`src/rtl/delay_detect.sv`:
```
// delay_detect: recovers the delay between a reference bit stream and its delayed copy
module delay_detect #(
    parameter int MAX_DELAY = 7,
    parameter int AW        = 3,
    parameter int WINDOW    = 32
) (
    input  logic          clk,
    input  logic          clr,
    input  logic          start,
    input  logic          Din,
    input  logic          Dly,
    output logic          busy,
    output logic          done,
    output logic [AW-1:0] addr,
    output logic          locked,
    output logic          ambig
);
    localparam int CNTW = $clog2(WINDOW + 1);
    localparam int CW   = $clog2(WINDOW + MAX_DELAY + 1);

    typedef enum logic [2:0] {IDLE, FLUSH, MEASURE, RESOLVE, DONE} state_t;

    state_t              state, nxt;
    logic [CW-1:0]       ctr;
    logic [MAX_DELAY-1:0] hist;
    logic [MAX_DELAY:0]  taps;
    logic [CNTW-1:0]     cnt [MAX_DELAY+1];
    logic [CNTW-1:0]     cur, best_cnt, nb_cnt;
    logic [AW-1:0]       best_idx, nb_idx;
    logic [1:0]          zeros, nz;
    logic                first, take;

    assign taps = {hist, Din};
    assign busy = state == FLUSH || state == MEASURE || state == RESOLVE;
    assign done = state == DONE;

    always_comb begin
        nxt = state;
        case (state)
            IDLE:    nxt = start ? FLUSH : IDLE;
            FLUSH:   nxt = ctr == CW'(MAX_DELAY - 1) ? MEASURE : FLUSH;
            MEASURE: nxt = ctr == CW'(WINDOW - 1) ? RESOLVE : MEASURE;
            RESOLVE: nxt = ctr == CW'(MAX_DELAY) ? DONE : RESOLVE;
            default: nxt = IDLE;
        endcase
    end

    // Sequential scan: candidate ctr is compared against the running best
    always_comb begin
        cur = '0;
        for (int i = 0; i <= MAX_DELAY; i++)
            if (ctr == CW'(i)) cur = cnt[i];
        first  = ctr == '0;
        take   = first || cur < best_cnt;
        nb_cnt = take ? cur : best_cnt;
        nb_idx = take ? AW'(ctr) : best_idx;
        nz     = first ? 2'd0 : zeros;
        if (cur == '0 && nz != 2'd2) nz = nz + 2'd1;
    end

    always_ff @(posedge clk or posedge clr) begin
        if (clr) begin
            state <= IDLE;
            ctr   <= '0;
            hist  <= '0;
        end else begin
            state <= nxt;
            ctr   <= (nxt != state || state == IDLE) ? '0 : ctr + 1'b1;
            hist  <= {hist[MAX_DELAY-2:0], Din};
        end
    end

    always_ff @(posedge clk or posedge clr) begin
        if (clr) begin
            for (int k = 0; k <= MAX_DELAY; k++) cnt[k] <= '0;
        end else if (state == IDLE && start) begin
            for (int k = 0; k <= MAX_DELAY; k++) cnt[k] <= '0;
        end else if (state == MEASURE) begin
            for (int k = 0; k <= MAX_DELAY; k++)
                if (taps[k] != Dly && cnt[k] != '1) cnt[k] <= cnt[k] + 1'b1;
        end
    end

    always_ff @(posedge clk or posedge clr) begin
        if (clr) begin
            best_cnt <= '0;
            best_idx <= '0;
            zeros    <= '0;
            addr     <= '0;
            locked   <= 1'b0;
            ambig    <= 1'b0;
        end else if (state == RESOLVE) begin
            best_cnt <= nb_cnt;
            best_idx <= nb_idx;
            zeros    <= nz;
            if (ctr == CW'(MAX_DELAY)) begin
                addr   <= nb_idx;
                locked <= nb_cnt == '0;
                ambig  <= nz == 2'd2;
            end
        end
    end
endmodule

```
`config.mk`:
```
export PLATFORM = sky130hd
export DESIGN_NAME = delay_detect
export DESIGN_NICKNAME = d
export VERILOG_FILES = /design/src/rtl/delay_detect.sv
export SDC_FILE = /design/constraint.sdc
export NUM_CORES = 1
export LEC_CHECK = 0
export CORE_UTILIZATION = 35
export DETAILED_ROUTE_END_ITERATION = 6
export HOLD_SLACK_MARGIN = 0.15
export SETUP_SLACK_MARGIN = 0.05
export SLEW_MARGIN = 10
export SYNTH_ARGS = -nofsm -noshare
export SYNTH_HDL_FRONTEND = slang
export SYNTH_SLANG_ARGS = --single-unit
```
`constraint.sdc`:
```
create_clock -name clk -period 4.4 [get_ports clk]
set_input_delay 0.88 -clock clk [delete_from_list [all_inputs] [get_ports clk]]
set_output_delay 0.88 -clock clk [all_outputs]
set_load 0.1 [all_outputs]
```
==> results.md, run 1 <==
- Status: finished clean
- Final setup viols: 0
- DRC viols: 0
- Largest net degree at the start of global routing: 49
- Wire length per cell: approximately 16 µm
- Post-cts repair resize count: 0
- Rel. slew slack: 0.356
- Die X: roughly 120 µm
- Main synth FF type: dfrtp_1
- Flops & latches, synth: 80
- Fillers: approximately 1300
- CP bufs+invs: 1
- Tot Pwr: between 2 and 2.5 mW
- Worst VDD drop: 0.000178 V
- Antenna diode count: 0
- Worst Tran Pin Value: between 0.9 and 1 ns
- Number of global-route vias before repair: 3471
- Busiest grt layer: met2
- Cts hold-fix bufs: 0
- Clock edge transition at the registers on the reported setup and hold paths: around 0.060 ns
- Critical Path RT: between 4 and 5 ns
- Layout Nets: 508
- Clk buf depth: 2
- Core area: approximately 0.013 mm²
- Cells along the critical path: inv_1 -> ha_1 -> or2_1 -> a21oi_1 -> nand3_1 -> a21oi_2 -> ha_1 -> a21o_1 -> a21o_1 -> a21o_1 -> a2111oi_1 -> or3_1 -> and2_2 -> mux2_1
- Initial antenna violation count: 0
- Initial Utilization: 0.360
- Die area: approximately 0.013 mm²
- Max_cap viols: 0
- Syn Inst Count: around 480
- Final ANT Viol Nets: 0
- Final slew viol count: 0
- Max incr delay on CP: 0.45 ns
- Synth area leader: dfrtp_1
- GR Overflow Total: 0
- Ys Warns: 0
- Row count: 41
- DRT Wirelength: 10.4 mm
- Share of layout cells above drive strength 1: 0.0796
- Post-synth top area share: 0.441
- First-pass GRT wire length: 17.7 mm
- Lkg Pwr: 2.18 nW
- Asr flop ratio synth: 1.00
- Area grow syn2layout: 13.1%
- Synthesized Nets: roughly 500
- WHS: 0.392 ns
- Synth Cell Area: about 0.0045 mm²
- CTS tree: done
- Unique cell type count in the Yosys netlist: between 60 and 70
- CP Max Fanout: 12
- DR iter-0 viols: 214
- Power per cell area: between 400 and 500 mW/mm²
- Critical path launch point type: flop
- CP most frequent cell: a21o_1
- Sequential area share after synthesis: 0.441
- Setup repair bufs after CTS: 0
- Pre-antenna DRT Iters: 5
- Met2 usage: 0.274
- Most frequent cell after synthesis: dfrtp_1
- Die height: approximately 120 µm
- Clock latency on the worst-skew pair: 0.34 ns
- Vias per std cell: around 5.4
- F_max: 246 MHz
- Post-synth EDFFs: 0
- Worst EP arrival: between 4 and 5 ns
- GRT Total Usage: 0.173
- RSZ-0062 raised after global routing: no
- Final setup TNS: 0 ns
- Global placement routability congestion: slightly above 0.9
- Minimum clock period: 4.06 ns
- Ports: 12
- Top post-synthesis cells by count: 80 x dfrtp_1, 69 x nor2_1, 45 x nand2_1
- Root Driver: clkbuf_16
- Worst path slowest cell: dfrtp_1
- Clock sink total: 80
- M3 GR Usage: 0.0282
- Min-Delay Path Class: flop to flop
- H-tree Lvls: 3
- Setup WS pre-CTS: between 0.2 and 0.25 ns
- TritonCTS Buffers: 9
- DP HPWL: approximately 7.5 mm
- Worst setup EP type: flop
- Vias: between 3000 and 4000
- Setup Skew: 0.00550 ns
- PortBufs: 11
- Synth Area per Inst: between 9 and 10 µm²
- Met1 GRT Util: 0.236
- Synth area leaders: dfrtp_1 44%, xor2_1 6.6%, nor2_1 5.7%
- Fin. Hold Viols: 0
- Setup CP Type: flop to flop
- Fin crit share: 0.923
- CP delay by family, top: compound AO/OA/AOI/OAI gates
- PnR worst setup slack: about 0.34 ns
[worst register-to-register path, stage by stage (launching register included)]
cell,delay (ns)
dfrtp_1,0.45
inv_1,0.11
ha_1,0.36
or2_1,0.32
a21oi_1,0.14
nand3_1,0.11
a21oi_2,0.27
ha_1,0.30
a21o_1,0.16
a21o_1,0.17
a21o_1,0.19
a2111oi_1,0.36
or3_1,0.31
and2_2,0.33
mux2_1,0.35
[cell type report]
class	instances	area [µm²]	area share
inverters	12	46.3	0.00902
multi-input cells	361	2400	0.468
well taps	172	215	0.0419
clock inverters	4	45.0	0.00877
flip-flops and latches	80	2000	0.390
clock buffers	12	236	0.0461
repair buffers	21	185	0.0361
[routing by layer]
layer | share of wire | vias up
li1 | - | 1709
met1 | 0.47 | 1784
met2 | 0.47 | 68
met3 | 0.042 | 11
met4 | 0.014 | 0
met5 | 0 | -
[power by group]
part / switching (mW) / internal, mW / leakage, nW
logic: 0.308 / 0.217 / 1.02
clock network: 0.285 / 0.437 / 0.140
registers: 0.202 / 0.896 / 1.02
total: 0.795 / 1.55 / 2.18
[state kept, by name, summed over array words and instances (netlist names)]
register	flops
best_cnt	6
zeros	2
hist	7
addr	3
ambig	1
state	3
locked	1
cnt	48
ctr	6
best_idx	3
[metrics by stage]
stage          instance area (µm²)  instances  utilization
6_report                      5130        662        0.407
5_1_grt                       5130        662        0.407
4_1_cts                       5120        662        0.406
3_5_place_dp                  4840        646        0.384
3_3_place_gp                  4840        646        0.384
2_1_floorplan                 4540        476            -
[logic make-up after synthesis]
group | after synthesis | synth area share
compound gates | 84 | 0.129
xor+xnor | 45 | 0.0868
fa+ha+maj | 18 | 0.0496
buf+inv | 35 | 0.0333
flops | 80 | 0.441
mux | 20 | 0.0466
simple gates | 194 | 0.214
[final timing paths]
kind | startpoint | endpoint | slack, ns | cells past startpoint
hold / removal | hist[0]$_DFF_PP0_ | hist[1]$_DFF_PP0_ | 0.39 | 0
max in group asynchronous | clr | cnt[16]$_DFFE_PP0P_ | 3.01 | 3
setup reg to reg | ctr[0]$_DFF_PP0_ | best_cnt[2]$_DFFE_PP0P_ | 0.34 | 14
min in group asynchronous | clr | best_cnt[2]$_DFFE_PP0P_ | 0.99 | 3
setup / recovery | ctr[0]$_DFF_PP0_ | best_cnt[2]$_DFFE_PP0P_ | 0.34 | 14
hold reg to reg | hist[0]$_DFF_PP0_ | hist[1]$_DFF_PP0_ | 0.39 | 0
[placed cells by master, fill, tap and decap left out, drive strengths merged, types with 12 or more instances in the layout]
cell type and n:
o21ai 14, nand2 46, nand4 17, clkbuf 12, a21oi 16, nor2 70
a31oi 12, ha 18, xor2 34, dfrtp 80
Power figures use the tool's default switching activity.
==> run 2, diff against run 1 <==
ABC_AREA = 1   (was unset)
==> run 2 against run 1 <==
  * Maximum frequency grew 12%
  * Die area fell by 0.14%
  * Power rose by 25%
  * Final cell count is 18% higher
  * Wire length increased by 5.9%
  * Non-clock buffer count shrank 6
  * Synthesized cell count rose by 23%
  * Sequential share of layout area fell by 0.15 points
  * Clock skew up 0.00091 ns
  * Largest power group unchanged
==> results.md, run 2 <==
- Status: finished clean
- Min-Delay Path Class: flop to flop
- Worst Tran Pin Value: 1.02 ns (+0.0561 ns)
- CP Max Fanout: 13 (+1)
- Post-cts repair resize count: 0 (unchanged)
- Clock sink total: 80 (unchanged)
- Clock latency on the worst-skew pair: 0.35 ns (about the same)
- Vias per std cell: 5.06 (-6.3%)
- Vias: 3939 (+10%)
- Setup repair bufs after CTS: 0 (unchanged)
- Main synth FF type: dfrtp_1
- Syn Inst Count: 586 (+23%)
- Synth area leaders: dfrtp_1 44%, nand2_1 11%, a21oi_1 7.6%
- PortBufs: 11 (unchanged)
- H-tree Lvls: 3 (unchanged)
- RSZ-0062 raised after global routing: no
- Compound-Gate Fraction of Synth Area: 0.173 (+0.0443)
- Fin crit share: 0.825 (-0.0982)
- Ports: 12 (unchanged)
- Commonest non-fill, non-tap cell in the layout: nand2_1
- Sequential area share after synthesis: 0.441 (+0.000608)
- Worst setup EP type: flop
- Power per cell area: 568 mW/mm² (+24%)
- Tot Pwr: 2.93 mW (+25%)
- Unique cell type count in the Yosys netlist: 36 (-43%)
- Worst EP arrival: 3.91 ns (-0.36 ns)
- GR Overflow Total: 0 (unchanged)
- Initial antenna violation count: 0 (unchanged)
- Global placement routability congestion: 0.905 (-2.9%)
- Post-synthesis mux area share: 0 (-0.0466)
- Critical path launch point type: flop
- Post-synthesis xor/xnor area fraction: 0.0174 (-0.0694)
- Asr flop ratio synth: 1.00 (unchanged)
- DRT Wirelength: 11.0 mm (+5.9%)
- DR iter-0 viols: 224 (+4.7%)
- Most frequent cell after synthesis: nand2_1
- Rel. slew slack: 0.321 (-0.0354)
- Top post-synthesis cells by count: 138 x nand2_1, 80 x dfrtp_1, 74 x inv_1
- Placed Area: 0.00484 mm² (about the same)
- DRC viols: 0 (unchanged)
- Core area: 0.0126 mm² (unchanged)
- Adder-cell share of the synthesized area: 0.0497 (+0.0000684)
- Area grow syn2layout: 13.7%
- Setup Skew: 0.00641 ns (+0.000910 ns)
- Clk buf depth: 2 (unchanged)
- Max_cap viols: 0 (unchanged)
- Most frequent cells in the layout: 138 x nand2_1, 80 x dfrtp_1, 73 x inv_1, 69 x a21oi_1, 54 x nor2_1
- Row count: 41 (unchanged)
- Setup CP Type: flop to flop
- Synthesized Nets: 609 (+22%)
- Minimum clock period: 3.63 ns (-0.432 ns)
- Clock edge transition at the registers on the reported setup and hold paths: 0.06 ns (about the same)
- Synth area leader: dfrtp_1
- Crit path from: ctr[0]$_DFF_PP0_
- Final ANT Viol Nets: 0 (unchanged)
- Root Driver: clkbuf_16
- Die area: 0.0134 mm² (-0.14%)
- Worst hold path stage count: 0 (unchanged)
- Largest net degree at the start of global routing: 57 (+16%)
- Layout Nets: 625 (+23%)
- Initial Utilization: 0.359 (-0.000496)
- Reg2reg end: locked$_DFFE_PP0P_
- Final std cells w/o fill: 779 (+18%)
- Share of layout cells above drive strength 1: 0.0725 (-0.00710)
- WHS Endpoint: hist[6]$_DFF_PP0_
- CTS tree: done
- Critical Path RT: 4.69 ns (+0.08 ns)
- Die X: 116 µm (about the same)
- DP HPWL: 7.86 mm (+5.5%)
- TritonCTS Buffers: 9 (unchanged)
- Post-synth EDFFs: 0 (unchanged)
- Worst VDD drop: 0.000286 V (+60%)
- Number of global-route vias before repair: 3798 (+9.4%)
- Synth Area in Simple Gates: 0.241 (+0.0271)
- Final Cell Area: 0.00515 mm² (+0.39%)
- Final setup TNS: 0 ns (unchanged)
- Final slew viol count: 0 (unchanged)
- Lkg Pwr: 2.46 nW (+13%)
- Synth Area per Inst: 7.74 µm² (-19%)
- Max FFs per register: 48 (unchanged)
- Worst R2R Path Depth: 22 (+8)
- Top reg by flops: cnt
- Fin. Hold Viols: 0 (unchanged)
- R2r startpoint: ctr[0]$_DFF_PP0_
- Pre-antenna DRT Iters: 5 (unchanged)
- Reg2reg setup slack: 0.77 ns (+0.43 ns)
- Regs by FF count: cnt x48, hist x7
- Largest family of logic cells by synthesized area: simple AND/OR/NAND/NOR gates
- First-pass GRT wire length: 18.4 mm (+4.1%)
- Synth Cell Area: 0.00454 mm² (-0.14%)
- Die height: 116 µm (about the same)
- Wire length per cell: 14.2 µm (-10%)
- Cts hold-fix bufs: 0 (unchanged)
- Placed cell count: 763 (+18%)
- F_max: 276 MHz (+12%)
- Ys Warns: 0 (unchanged)
- Post-synth top area share: 0.441 (+0.000608)
- Flops & latches, synth: 80 (unchanged)
- HP Start: hist[5]$_DFF_PP0_
- GRT Total Usage: 0.182 (+0.00902)
- Antenna diode count: 0 (unchanged)
- Final setup viols: 0 (unchanged)
[run 2: layout make-up]
cell class | instances | area [µm²]
clock inverter | 6 | 83.8
inverter | 80 | 302
fill | 1333 | 7460
multi-input combinational | 416 | 2180
clock buffer | 10 | 229
sequential | 80 | 2000
timing repair buffer | 15 | 140
tap | 172 | 215
[run 2: layer usage]
layer,global-route usage,share of wire,routed length (µm),vias up
met3,0.0371,0.039,426,19
met2,0.287,0.47,5160,90
met1,0.240,0.47,5220,1856
li1,-,-,-,1974
met5,0,0,0,-
met4,0.0838,0.021,236,0
[run 2: critical path, cell delays in order (launching register included)]
cell	delay, ns
dfrtp_1	0.43
inv_1	0.13
ha_1	0.18
nand3_1	0.43
nor3_1	0.31
o221ai_1	0.18
nand4_1	0.12
nand2_1	0.06
nand2_1	0.06
nand2_1	0.10
inv_1	0.07
ha_1	0.23
a21oi_1	0.14
nor2_1	0.06
a211oi_1	0.34
nand2_4	0.13
nand2_4	0.15
nand2_1	0.09
nand2_1	0.10
nand2_2	0.07
nor2_2	0.07
nand2_1	0.05
nand2_1	0.05
[run 2: worst max-delay path by stage]
| stage | endpoint | slack, ns | cells past startpoint |
|---|---|---|---|
| 3_5_place_dp | best_idx[1]$_DFFE_PP0P_ | 0.84 | 19 |
| 4_1_cts | best_idx[2]$_DFFE_PP0P_ | 0.81 | 19 |
| 2_1_floorplan | busy | 0.96 | 2 |
| 3_3_place_gp | addr[1]$_DFFE_PP0P_ | 0.95 | 19 |
| 5_1_grt | locked$_DFFE_PP0P_ | 0.35 | 22 |
| 6_report | locked$_DFFE_PP0P_ | 0.77 | 22 |
[run 2: logic make-up (layout without fill, tap and decap cells)]
family,Yosys count,after routing
simple gates,246,246
compound gates,143,143
buf+inv,90,111
flops,80,80
fa+ha+maj,18,18
xor+xnor,9,9
[run 2: through the flow]
step / hold WS (ns) / setup WS, ns / util
after CTS: 0.397 / 0.809 / 0.408
final: 0.393 / 0.772 / 0.408
after global routing: 0.404 / 0.355 / 0.408
after global placement: 0.376 / 0.947 / 0.384
after detailed placement: 0.379 / 0.839 / 0.384
after floorplan: 0.373 / 0.960 / -
[run 2: report_power, final]
group / switching (mW) / internal, mW / leakage [nW]
logic: 0.605 / 0.324 / 1.35
registers: 0.223 / 0.982 / 0.956
clock network: 0.300 / 0.495 / 0.156
==> run 3, diff against run 2 <==
clock period = 3 ns   (was 4.4 ns; I/O delays follow)
==> run 3 against run 2 <==
  * The run now ends with negative setup slack left
  * First-iteration DRC count shrank 7.1%
  * Sequential power grew 45%
  * Clock power grew 53%
  * Combinational power grew 100%
  * Critical path depth grew 3
  * Critical endpoint unchanged
  * Largest cell class unchanged
  * Largest power group is now combinational logic
==> results.md, run 3 (same netlist as run 2, synthesis figures left out) <==
- Max incr delay on CP: 0.41 ns (-0.02 ns)
- Initial Utilization: 0.359 (unchanged)
- Fin crit share: 1.01 (+0.190)
- Power per cell area: 840 mW/mm² (+48%)
- Status: finished with violations
- Rel. slew slack: 0.568 (+0.247)
- Die X: 116 µm (unchanged)
- H-tree Lvls: 3 (unchanged)
- GRT Total Usage: 0.185 (+0.00279)
- Critical Path RT: 3.28 ns (-1.41 ns)
- Sw frac: 0.383 (-0.00227)
- Setup CP Type: flop to flop
- Fillers: 1254 (-5.9%)
- Regs by FF count: cnt x48, hist x7
- Minimum clock period: 3.04 ns (-0.585 ns)
- Die height: 116 µm (unchanged)
- CP delay by family, top: simple AND/OR/NAND/NOR gates
- Final setup viols: 3 (+3)
- HP Start: hist[4]$_DFF_PP0_
- Reg2reg end: locked$_DFFE_PP0P_
- Setup WS pre-CTS: -0.0962 ns (-0.935 ns)
- Layout Nets: 664 (+6.2%)
- F_max: 329 MHz (+19%)
- Die area: 0.0134 mm² (unchanged)
- Commonest non-fill, non-tap cell in the layout: nand2_1
- Row count: 41 (unchanged)
- Pre-antenna DRT Iters: 5 (unchanged)
- DR iter-0 viols: 208 (-7.1%)
- Critical path launch point type: flop
- Worst Tran Pin Value: 0.648 ns (-0.371 ns)
- Worst EP arrival: 3.32 ns (-0.59 ns)
- PnR worst setup slack: -0.0431 ns (-0.815 ns)
- P_int: 2.99 mW (+66%)
- Failing checks: negative setup slack
- R2r startpoint: ctr[1]$_DFF_PP0_
- Antenna diode count: 0 (unchanged)
- Fin. Hold Viols: 0 (unchanged)
- Worst VDD drop: 0.000362 V (+27%)
- RSZ-0062 raised after global routing: yes
- Number of global-route vias before repair: 4078 (+7.4%)
- Sequential power share: 0.364 (-0.047)
- DRC viols: 0 (unchanged)
- CP Max Fanout: 7 (-6)
- DRT Wirelength: 11.6 mm (+5.1%)
- Vias per std cell: 5.06 (about the same)
- Worst setup EP type: flop
- Lkg Pwr: 2.71 nW (+10%)
- Max_cap viols: 0 (unchanged)
- Cts hold-fix bufs: 0 (unchanged)
- CP bufs+invs: 5 (+3)
- Final ANT Viol Nets: 0 (unchanged)
- Largest net degree at the start of global routing: 46 (-19%)
- PortBufs: 11 (unchanged)
- Max FFs per register: 48 (unchanged)
- Wire length per cell: 14.2 µm (about the same)
- Clock sink total: 80 (unchanged)
- Switch Pwr: 1.85 mW (+64%)
- Vias: 4138 (+5.1%)
- CTS tree: done
- Root Driver: clkbuf_16
- Worst path slowest cell: dfrtp_1
- First-pass GRT wire length: 19.1 mm (+3.8%)
- Worst R2R Path Depth: 25 (+14%)
- Reg2reg setup slack: -0.04 ns (-0.82 ns)
- Global placement routability congestion: 0.870 (-3.8%)
- DP HPWL: 8.13 mm (+3.4%)
- Final core utilization: 0.457 (+0.0487)
- Clk buf depth: 2 (unchanged)
- TritonCTS Buffers: 9 (unchanged)
- Clk pwr share: 0.252 (-0.019)
- Setup Skew: 0.00496 ns (-0.00145 ns)
- GR Overflow Total: 0 (unchanged)
- Share of layout cells above drive strength 1: 0.220 (+0.147)
- Final slew viol count: 0 (unchanged)
- Clock edge transition at the registers on the reported setup and hold paths: 0.06 ns (about the same)
- Worst hold path stage count: 0 (unchanged)
- Area grow syn2layout: 27.2%
- Initial antenna violation count: 0 (unchanged)
- Min-Delay Path Class: flop to flop
- Core area: 0.0126 mm² (unchanged)
- Ports: 12 (unchanged)
- Top reg by flops: cnt
- Most frequent cells in the layout: 125 x nand2_1, 78 x dfrtp_1, 67 x a21oi_1, 62 x inv_1, 52 x nor2_1
- WHS Endpoint: hist[5]$_DFF_PP0_
- Clock latency on the worst-skew pair: 0.34 ns (about the same)
- Combinational Power Share: 0.384 (+0.067)
[run 3: cell count changes in the layout (fill, tap and decap cells not counted), sizes merged]
| cell | change |
|---|---|
| clkdlybuf4s50 | -7 |
| clkinv | -4 |
| clkbuf | +4 |
| buf | +45 |
| nand2 | +1 |
[run 3: layer usage]
metal  vias up  GRT usage  part of all wire
met5         -          0                 0
met4         0     0.0641             0.021
met3        18     0.0366             0.034
met2        85      0.312              0.50
met1      1983      0.236              0.45
li1       2052          -                 -
[run 3: final cells by class]
class                      instances  area, µm²  area share
multi-input combinational        417       2470       0.428
sequential                        80       2000       0.347
timing repair buffer              53        444      0.0770
inverter                          80        302      0.0523
clock buffer                      14        274      0.0475
tap                              172        215      0.0373
clock inverter                     2       60.1      0.0104
[run 3: per-stage QoR]
step | total power, mW | cells | hold slack (ns) | area [µm²] | setup TNS [ns]
after CTS | 4.55 | 813 | 0.392 | 5590 | 0
after detailed placement | 3.17 | 786 | 0.379 | 5010 | -0.374
after global placement | 3.11 | 786 | 0.379 | 5010 | 0
after floorplan | 2.75 | 586 | 0.373 | 4540 | 0
after global routing | 5.18 | 818 | 0.400 | 5770 | -1.82
final | 4.84 | 818 | 0.393 | 5770 | -0.0696
[run 3: repair_timing]
item                                    CTS  global route
gates resized for setup                  39            41
cloned                                    1             0
endpoints found under the setup margin   13            14
pin swaps                                17            21
setup buffers                            10             5
[run 3: worst max path at each step]
| stage | startpoint | to | cells after the start | slack, ns |
|---|---|---|---|---|
| final | ctr[1]$_DFF_PP0_ | locked$_DFFE_PP0P_ | 25 | -0.04 |
| after global placement | ctr[1]$_DFF_PP0_ | locked$_DFFE_PP0P_ | 25 | 0.08 |
| after floorplan | ctr[1]$_DFF_PP0_ | locked$_DFFE_PP0P_ | 25 | 0.07 |
| after global routing | ctr[1]$_DFF_PP0_ | locked$_DFFE_PP0P_ | 25 | -0.21 |
| after CTS | ctr[1]$_DFF_PP0_ | locked$_DFFE_PP0P_ | 25 | 0.03 |
| after detailed placement | ctr[1]$_DFF_PP0_ | locked$_DFFE_PP0P_ | 25 | -0.1 |
[run 3: power groups by stage]
| stage | registers [mW] | logic, mW | clock network [mW] |
|---|---|---|---|
| after floorplan | 1.67 | 1.07 | 0 |
| after global placement | 1.76 | 1.34 | 0 |
| after detailed placement | 1.77 | 1.40 | 0 |
| after CTS | 1.76 | 1.54 | 1.25 |
| after global routing | 1.82 | 2.08 | 1.29 |
| final | 1.76 | 1.86 | 1.22 |
